[src/rtl/dma_pkg.sv]
// DMA-wide defaults and helpers shared by the DMA staging FIFO and its storage array.
package dma_pkg;

  localparam int DMA_DATA_W  = 32;
  localparam int DMA_FIFO_AW = 3;

  // Occupancy must represent 0..2**aw inclusive, hence one extra bit.
  function automatic int cnt_width(input int aw);
    return aw + 1;
  endfunction

endpackage

[src/rtl/dma_sync_fifo_if.sv]
// Handshake and status bundle between a DMA engine (master) and the staging FIFO (slave).
interface dma_sync_fifo_if
  import dma_pkg::*;
#(
  parameter int DW = DMA_DATA_W,
  parameter int AW = DMA_FIFO_AW
);

  logic                    clear;
  logic                    wr;
  logic [DW-1:0]           wdata;
  logic                    rd;
  logic [DW-1:0]           rdata;
  logic                    full;
  logic                    empty;
  logic                    almost_full;
  logic                    almost_empty;
  logic [cnt_width(AW)-1:0] count;
  logic                    overflow;
  logic                    underflow;

  modport master (
    output clear, wr, wdata, rd,
    input  rdata, full, empty, almost_full, almost_empty, count, overflow, underflow
  );

  modport slave (
    input  clear, wr, wdata, rd,
    output rdata, full, empty, almost_full, almost_empty, count, overflow, underflow
  );

endinterface

[src/rtl/dma_fifo_ram.sv]
// Storage array for dma_sync_fifo; registered read port, or combinational when
// DMA_FIFO_FWFT_EN is defined. Contents are never reset.
module dma_fifo_ram
  import dma_pkg::*;
#(
  parameter int DW = DMA_DATA_W,
  parameter int AW = DMA_FIFO_AW
) (
  input  logic          clk,
  input  logic          rst,
  input  logic          i_wrEn,
  input  logic [AW-1:0] i_wrIdx,
  input  logic [DW-1:0] i_wdata,
  input  logic          i_rdEn,
  input  logic [AW-1:0] i_rdIdx,
  output logic [DW-1:0] o_rdata
);

  logic [DW-1:0] r_mem [2**AW];

  always_ff @(posedge clk) begin
    if (i_wrEn) begin
      r_mem[i_wrIdx] <= i_wdata;
    end
  end

`ifdef DMA_FIFO_FWFT_EN
  // Head entry is always presented; the read enable only moves the pointer upstream.
  logic w_unused;
  assign w_unused = &{1'b0, rst, i_rdEn};
  assign o_rdata  = r_mem[i_rdIdx];
`else
  logic [DW-1:0] r_rdata;

  always_ff @(posedge clk or negedge rst) begin
    if (!rst) begin
      r_rdata <= '0;
    end else if (i_rdEn) begin
      r_rdata <= r_mem[i_rdIdx];
    end
  end

  assign o_rdata = r_rdata;
`endif

endmodule

[src/rtl/dma_sync_fifo.sv]
// Parametrised single-clock DMA staging FIFO with exact full/empty, occupancy and sticky
// error flags. Define DMA_FIFO_FWFT_EN for first-word-fall-through read data.
module dma_sync_fifo
  import dma_pkg::*;
#(
  parameter int DW       = DMA_DATA_W,
  parameter int AW       = DMA_FIFO_AW,
  parameter int AF_LEVEL = 6,
  parameter int AE_LEVEL = 1
) (
  input logic             clk,
  input logic             rst,
  dma_sync_fifo_if.slave  bus
);

  localparam int             CW     = cnt_width(AW);
  localparam logic [CW-1:0] AF_CNT = CW'(AF_LEVEL);
  localparam logic [CW-1:0] AE_CNT = CW'(AE_LEVEL);

  if (AF_LEVEL > 2**AW) begin : g_afCheck
    $error("dma_sync_fifo: AF_LEVEL must not exceed the FIFO depth");
  end
  if (AE_LEVEL >= 2**AW) begin : g_aeCheck
    $error("dma_sync_fifo: AE_LEVEL must be below the FIFO depth");
  end

  logic [CW-1:0] r_wrPtr;
  logic [CW-1:0] r_rdPtr;
  logic          r_overflow;
  logic          r_underflow;

  logic [CW-1:0] w_count;
  logic          w_full;
  logic          w_empty;
  logic          w_rdAcc;
  logic          w_wrAcc;

  // Status decodes only registered pointers, so wr/rd never reach a status output.
  assign w_count = r_wrPtr - r_rdPtr;
  assign w_full  = (r_wrPtr[AW] != r_rdPtr[AW]) && (r_wrPtr[AW-1:0] == r_rdPtr[AW-1:0]);
  assign w_empty = (r_wrPtr == r_rdPtr);

  assign w_rdAcc = bus.rd && !w_empty && !bus.clear;
  assign w_wrAcc = bus.wr && (!w_full || w_rdAcc) && !bus.clear;

  always_ff @(posedge clk or negedge rst) begin
    if (!rst) begin
      r_wrPtr     <= '0;
      r_rdPtr     <= '0;
      r_overflow  <= 1'b0;
      r_underflow <= 1'b0;
    end else if (bus.clear) begin
      r_wrPtr     <= '0;
      r_rdPtr     <= '0;
      r_overflow  <= 1'b0;
      r_underflow <= 1'b0;
    end else begin
      if (w_wrAcc) begin
        r_wrPtr <= r_wrPtr + 1'b1;
      end
      if (w_rdAcc) begin
        r_rdPtr <= r_rdPtr + 1'b1;
      end
      if (bus.wr && !w_wrAcc) begin
        r_overflow <= 1'b1;
      end
      if (bus.rd && w_empty) begin
        r_underflow <= 1'b1;
      end
    end
  end

  dma_fifo_ram #(
    .DW (DW),
    .AW (AW)
  ) u_ram (
    .clk     (clk),
    .rst     (rst),
    .i_wrEn  (w_wrAcc),
    .i_wrIdx (r_wrPtr[AW-1:0]),
    .i_wdata (bus.wdata),
    .i_rdEn  (w_rdAcc),
    .i_rdIdx (r_rdPtr[AW-1:0]),
    .o_rdata (bus.rdata)
  );

  assign bus.count        = w_count;
  assign bus.full         = w_full;
  assign bus.empty        = w_empty;
  assign bus.almost_full  = (w_count >= AF_CNT);
  assign bus.almost_empty = (w_count <= AE_CNT);
  assign bus.overflow     = r_overflow;
  assign bus.underflow    = r_underflow;

endmodule
[src/flat_wrapper.sv]
// flat-port wrapper written by rule: the top's interface ports become plain ports
module dma_sync_fifo_flat import dma_pkg::*;
#(
  parameter int DW       = DMA_DATA_W,
  parameter int AW       = DMA_FIFO_AW,
  parameter int AF_LEVEL = 6,
  parameter int AE_LEVEL = 1
)
  (clk, rst, bus_clear, bus_wr, bus_wdata, bus_rd, bus_rdata, bus_full, bus_empty, bus_almost_full, bus_almost_empty, bus_count, bus_overflow, bus_underflow);
  dma_sync_fifo_if #(.DW(DW), .AW(AW)) bus_i ();
  input logic clk;
  input logic rst;
  input wire logic [$bits(bus_i.clear)-1:0] bus_clear;
  input wire logic [$bits(bus_i.wr)-1:0] bus_wr;
  input wire logic [$bits(bus_i.wdata)-1:0] bus_wdata;
  input wire logic [$bits(bus_i.rd)-1:0] bus_rd;
  output wire logic [$bits(bus_i.rdata)-1:0] bus_rdata;
  output wire logic [$bits(bus_i.full)-1:0] bus_full;
  output wire logic [$bits(bus_i.empty)-1:0] bus_empty;
  output wire logic [$bits(bus_i.almost_full)-1:0] bus_almost_full;
  output wire logic [$bits(bus_i.almost_empty)-1:0] bus_almost_empty;
  output wire logic [$bits(bus_i.count)-1:0] bus_count;
  output wire logic [$bits(bus_i.overflow)-1:0] bus_overflow;
  output wire logic [$bits(bus_i.underflow)-1:0] bus_underflow;
  assign bus_i.clear = bus_clear;
  assign bus_i.wr = bus_wr;
  assign bus_i.wdata = bus_wdata;
  assign bus_i.rd = bus_rd;
  assign bus_rdata = bus_i.rdata;
  assign bus_full = bus_i.full;
  assign bus_empty = bus_i.empty;
  assign bus_almost_full = bus_i.almost_full;
  assign bus_almost_empty = bus_i.almost_empty;
  assign bus_count = bus_i.count;
  assign bus_overflow = bus_i.overflow;
  assign bus_underflow = bus_i.underflow;
  dma_sync_fifo #(.DW(DW), .AW(AW), .AF_LEVEL(AF_LEVEL), .AE_LEVEL(AE_LEVEL)) u_core (.clk(clk), .rst(rst), .bus(bus_i));
endmodule
[config.mk]
export PLATFORM = sky130hd
export DESIGN_NAME = dma_sync_fifo_flat
export DESIGN_NICKNAME = d
export VERILOG_FILES = /design/src/rtl/dma_pkg.sv /design/src/rtl/dma_sync_fifo_if.sv /design/src/rtl/dma_fifo_ram.sv /design/src/rtl/dma_sync_fifo.sv /design/src/flat_wrapper.sv
export SDC_FILE = /design/constraint.sdc
export NUM_CORES = 1
export LEC_CHECK = 0
export ABC_CLOCK_PERIOD_IN_PS = 5500
export CAP_MARGIN = 20
export CORE_ASPECT_RATIO = 1.4
export CORE_MARGIN = 4
export CORE_UTILIZATION = 53
export CTS_BUF_LIST = sky130_fd_sc_hd__clkbuf_8 sky130_fd_sc_hd__clkbuf_16
export DETAILED_ROUTE_END_ITERATION = 6
export GPL_TIMING_DRIVEN = 0
export PLACE_DENSITY_LB_ADDON = 0.25
export SLEW_MARGIN = 20
export SYNTH_ARGS = -nofsm -noshare
export SYNTH_HDL_FRONTEND = slang
export SYNTH_SLANG_ARGS = --single-unit
[constraint.sdc]
create_clock -name clk -period 5.5 [get_ports clk]
set_input_delay 1.1 -clock clk [delete_from_list [all_inputs] [get_ports clk]]
set_output_delay 1.1 -clock clk [all_outputs]
set_load 0.005 [all_outputs]
# == After elaboration in Yosys (flattened, before gate mapping) ==
# Memories as Yosys holds them, arrays and structs flattened. A register that Yosys moved wholly into a read port is not among the register bits.
# Cells that the tools add are included.
# op_classes
magnitude_cmp,2
n_mux,10
n_reduce_logical,17
add_sub_neg,3
eq_ne,3
# ops
op,count
$mux 4,4
$add 4x1->4 const B,2
$reduce_bool 2->1,4
$logic_and 1x1->1,7
$mux 1,6
$logic_not 1->1,5
$eq 4x4->1,1
$ge 4x3->1 const B,1
$le 4x1->1 const B,1
$sub 4x4->4,1
$eq 3x3->1,1
$logic_or 1x1->1,1
$ne 1x1->1,1
# totals
in_bits,37
output_inout_bits,42
regBits,10
n_memories,1
elab_cells,40
ramBits,256
# mem_list
name,words,width,read_ports,rd_clocked_by_memory_dff,wr,line_no,rtl
u_core.u_ram.r_mem,8,32,1,1,1,dma_fifo_ram.sv:19,logic [DW-1:0] r_mem [2**AW];

# == Logic depth before layout (Yosys ltp) ==
# depth
ltp_word,11
ltp_mapped,9

# == Cells and area by module ==
# Synthesis repeated with hierarchy kept, for this count alone.
# unflattened
hier_cells,715
area_unflattened_um2,11962.7
# by_module_without_submodules
mod,instances,cells_per_inst,area_per_inst_um2
dma_fifo_ram,1,635,11254.5
dma_sync_fifo,1,80,708.2

# == Least setup slack after synthesis ==
# OpenSTA, ideal clock, no wires.
# synth_path
kind,reg2reg
from,reg u_core.r_rdPtr[1]
to,"mem u_core.u_ram.r_mem[0][0] in the netlist's numbering, enable pin"
stages_incl_launch_ff,9
required_ns,4.999
setup_slack_ns,0.215
synth_period_minus_slack_ns,5.285
n_path_buf,2
t_arrival_ns,4.784
cell_sequence,dfrtp_1 buf_2 buf_2 inv_1 ha_1 nand3_2 nor3_1 nand2b_1 nor4_1
# synth_via
elab_chain_len,9
word_cells_on_any_way,12
cone_classes,2 x eq/ne; 2 x mux; 8 x reduce/logical
# synth_rtl
item,line_no,rtl
start: declaration,dma_sync_fifo.sv:28,logic [CW-1:0] r_rdPtr;
start signal: assignment,dma_sync_fifo.sv:62,r_rdPtr <= r_rdPtr + 1'b1;
$eq 4x4->1,dma_sync_fifo.sv:41,assign w_empty = (r_wrPtr == r_rdPtr);
$logic_not 1->1,dma_sync_fifo.sv:43,assign w_rdAcc = bus.rd && !w_empty && !bus.clear;
$logic_and 1x1->1 (2 in a row),dma_sync_fifo.sv:43,
$logic_or 1x1->1 (*),dma_sync_fifo.sv:44,assign w_wrAcc = bus.wr && (!w_full || w_rdAcc) && !bus.clear;
$logic_and 1x1->1 (*) (2 in a row),dma_sync_fifo.sv:44,
$mux 1 (*),dma_fifo_ram.sv:22,if (i_wrEn) begin
$mux 1 (implied by the code) (*),dma_fifo_ram.sv:23,r_mem[i_wrIdx] <= i_wdata;
end: declaration,dma_fifo_ram.sv:19,
# Mark *: on every way between the ends. The rest lies on a longest branch, timed or not.

# == Final worst setup path ==
# layout_path
from,reg u_core.r_rdPtr[1]
to,out bus_almost_empty
# layout_via
elab_chain_len,2
# layout_rtl
item,line_no,rtl
$sub 4x4->4,dma_sync_fifo.sv:39,assign w_count = r_wrPtr - r_rdPtr;
$le 4x1->1,dma_sync_fifo.sv:91,assign bus.almost_empty = (w_count <= AE_CNT);
end: declaration,flat_wrapper.sv:21,output wire logic [$bits(bus_i.almost_empty)-1:0] bus_almost_empty;
# Every way passes these cells.

==> flow_summary.ini <==
[critical_path]
arrival_ns = 3.53
cp_slowest_cell = clkdlybuf4s50_1
path_common_cell = buf_2
crit_fanout = 10
slowest_delay_ns = 0.55
cp_cell_sequence = buf_2 > buf_2 > inv_1 > ha_1 > nor2b_1 > o21ai_0 > nand3_1 > a211oi_1 > clkdlybuf4s50_1
crit_buf_inv = 4
r2r_setup_slack_ns = 1.54
end_kind = primary output
worst_setup_path_start_kind = register
critPathKind = register to primary output
critPathTopFamily = buffers and inverters
critical_path_required_ns = 4.40

[clock_network]
clock_path_buffers = 3
cts_setup_buffers = 0
cts_sinks = 298
htreeDepth = 1
cts-resized-gates = 0
holdBufCountCts = 0
cts_buffers = 27
insertion_delay_ns = 0.53
clock-root-buffer = clkbuf_16
path_clk_slew_ns = 0.06
cts_tree = yes

[sta]
post-route-period-util_pct = 84.2
max_freq_mhz = 216
slew_headroom_pct = 36.9
finalSetupViolCount = 0
layout_setup_ws_ns = 0.866
timing.final.hold_violations = 0
clock_skew_ns = 0.00696
min_period_ns = 4.63
rsz0062_at_grt = false
tightest_slew_ns = 0.946
maxSlewViolCount = 0

[placed_design]
detailedPlace.worstSlack_ns = 1.40
portBuffers = 77
dpl.hpwl_mm = 16.5
place_congestion = 0.734

[finish]
multi_input_area_um2 = 2560
num-nets-final = 748
num_antenna_cells = 0
drive_gt1_share_pct = 24.1
nFillCells = 1442
area_growth_pct = 19.6
regArea_um2 = 8740

[route]
ant_nets = 0
finalWirelength_mm = 23.9
drc = 0
drtIter0Drc = 484
drt_pass1_iterations = 5
vias = 5781
wire_per_inst_um = 24.3
viasPerCell = 5.87

[power]
power.density_nw_per_um2 = 391
ir_drop_mv = 0.249
leakagePower_uw = 0.00465
power_uw = 5370

[grt]
overflow = 0
grt_start_max_net_pins = 43
grt_pass1_wl_mm = 37.2
first_global_vias = 6184
grt_use_total_pct = 20.3
antenna_found_initial = 0

[synthesis]
ys.flop_type = edfxtp_1
synth_cell_types = 38
netlist_instances = 557
syn-cell-area_um2 = 11500
synth-async-reset-ratio_pct = 14.1
synth_edf_count = 256
syn-num-nets = 600
syn_area_per_cell_um2 = 20.6
yosys_warnings = 0
synth_seq_area_share_pct = 76.1
synth-seq-cells = 298

[floorplan]
die_w_um = 132
die_area_um2 = 24100
start_util_pct = 54.0
fp.dieH_um = 182
ios = 79
rows = 63
core_area_um2 = 21300

[worst_hold_path]
hold_class = register to register

[run]
drv_cap = 0

[outcome]
status = finished, final reports clean
## power breakdown
part / internal, µW / switching [µW]
combinational: 570 / 429
sequential: 2610 / 89.6
clock: 916 / 762
total: 4090 / 1280
## synth_stat cells, drive strengths merged, types with 4 or more instances
master  count  share of area [%]
xor2        4               0.37
nand2      35                1.1
o21ai      35                1.5
clkbuf      7               0.23
dfrtp      42                9.2
mux2i      35                3.1
nor2       10               0.33
inv         8               0.26
ha          5               0.54
mux4       64                 13
buf        21                1.5
nor3        7               0.31
edfxtp    256                 67
## cells in the final DEF (no fill, tap or decap), types with 2 or more instances in the layout
| cell type | instances |
|---|---|
| nor2_1 | 10 |
| xor2_1 | 3 |
| nor4_2 | 2 |
| nand2b_1 | 2 |
| nor2b_1 | 2 |
| nand2_1 | 35 |
| clkinv_2 | 3 |
| dfrtp_1 | 42 |
| clkinv_1 | 3 |
| clkinvlp_4 | 2 |
| ha_1 | 5 |
| clkbuf_16 | 27 |
| mux4_2 | 64 |
| xnor2_1 | 2 |
| o211ai_1 | 2 |
| o21ai_1 | 32 |
| edfxtp_1 | 256 |
| clkbuf_8 | 2 |
| buf_4 | 25 |
| buf_6 | 18 |
| a21oi_1 | 3 |
| nand3_1 | 2 |
| clkbuf_1 | 7 |
| nor3_2 | 6 |
| o21ai_0 | 3 |
| clkdlybuf4s50_1 | 76 |
| inv_1 | 19 |
| buf_2 | 20 |
| mux2i_1 | 35 |
## registers in the layout (all words and copies together) (netlist names)
| name | flops |
|---|---|
| u_core.r_wrPtr | 4 |
| u_core.u_ram.o_rdata | 32 |
| u_core.bus.underflow | 1 |
| u_core.u_ram.r_mem | 256 |
| u_core.r_rdPtr | 4 |
| u_core.bus.overflow | 1 |
## worst paths after layout
check,from,endpoint,cells after the start
worst max-delay path,u_core.r_rdPtr[1],bus_almost_empty,9
worst min-delay path,u_core.u_ram.o_rdata[28],u_core.u_ram.o_rdata[28],2
worst max register to register,u_core.r_rdPtr[1],u_core.u_ram.r_mem[4][8],11
worst min register to register,u_core.u_ram.o_rdata[28],u_core.u_ram.o_rdata[28],2
max in group asynchronous,rst,u_core.u_ram.o_rdata[19],1
min in group asynchronous,rst,u_core.u_ram.o_rdata[29],1
## final cells by class
cell class	instances	share of cell area (%)
buffer	28	1.42
clock buffer	29	5.12
clock inverter	20	0.665
inverter	8	0.219
multi-input combinational	223	18.7
sequential	298	63.6
tap	260	2.37
timing repair buffer	119	7.91
## cell families after synthesis
| group | count (synthesis) | synth area share, % |
|---|---|---|
| DFF | 298 | 76.1 |
| muxes | 99 | 15.6 |
| and+or+nand+nor | 65 | 2.51 |
| AOI/OAI and AO/OA | 46 | 2.44 |
| buffers and inverters | 36 | 1.96 |
| xor gates and xnor gates | 7 | 0.665 |
| adders and majority gates | 6 | 0.719 |
## tightest hold or removal path, delay by kind of cell, from the launching register on
family | cells | cell delay [ns]
AO/OA/AOI/OAI | 1 | 0.06
flip-flops | 1 | 0.34
AND/OR/NAND/NOR | 1 | 0.05
## metal layers
layer | vias to the layer above | part of all wire [%] | global-route usage, %
li1 | 2538 | - | -
met2 | 190 | 54 | 36.3
met3 | 35 | 4.9 | 3.09
met4 | 0 | 1.9 | 4.87
met1 | 3018 | 39 | 26.3
met5 | - | 0 | 0
## stage by stage
| step | utilization, % | hold WS (ns) | instances | instance area [µm²] | setup TNS [ns] |
|---|---|---|---|---|---|
| 2_1_floorplan | - | 0.477 | 557 | 11500 | 0 |
| 3_3_place_gp | 59.1 | 0.465 | 894 | 12600 | -539.52 |
| 3_5_place_dp | 60.8 | 0.475 | 936 | 12900 | 0 |
| 4_1_cts | 64.5 | 0.489 | 985 | 13700 | 0 |
| 5_1_grt | 64.5 | 0.523 | 985 | 13700 | 0 |
| 6_report | 64.5 | 0.481 | 985 | 13700 | 0 |
No activity file was read; power rests on OpenSTA's default activity.
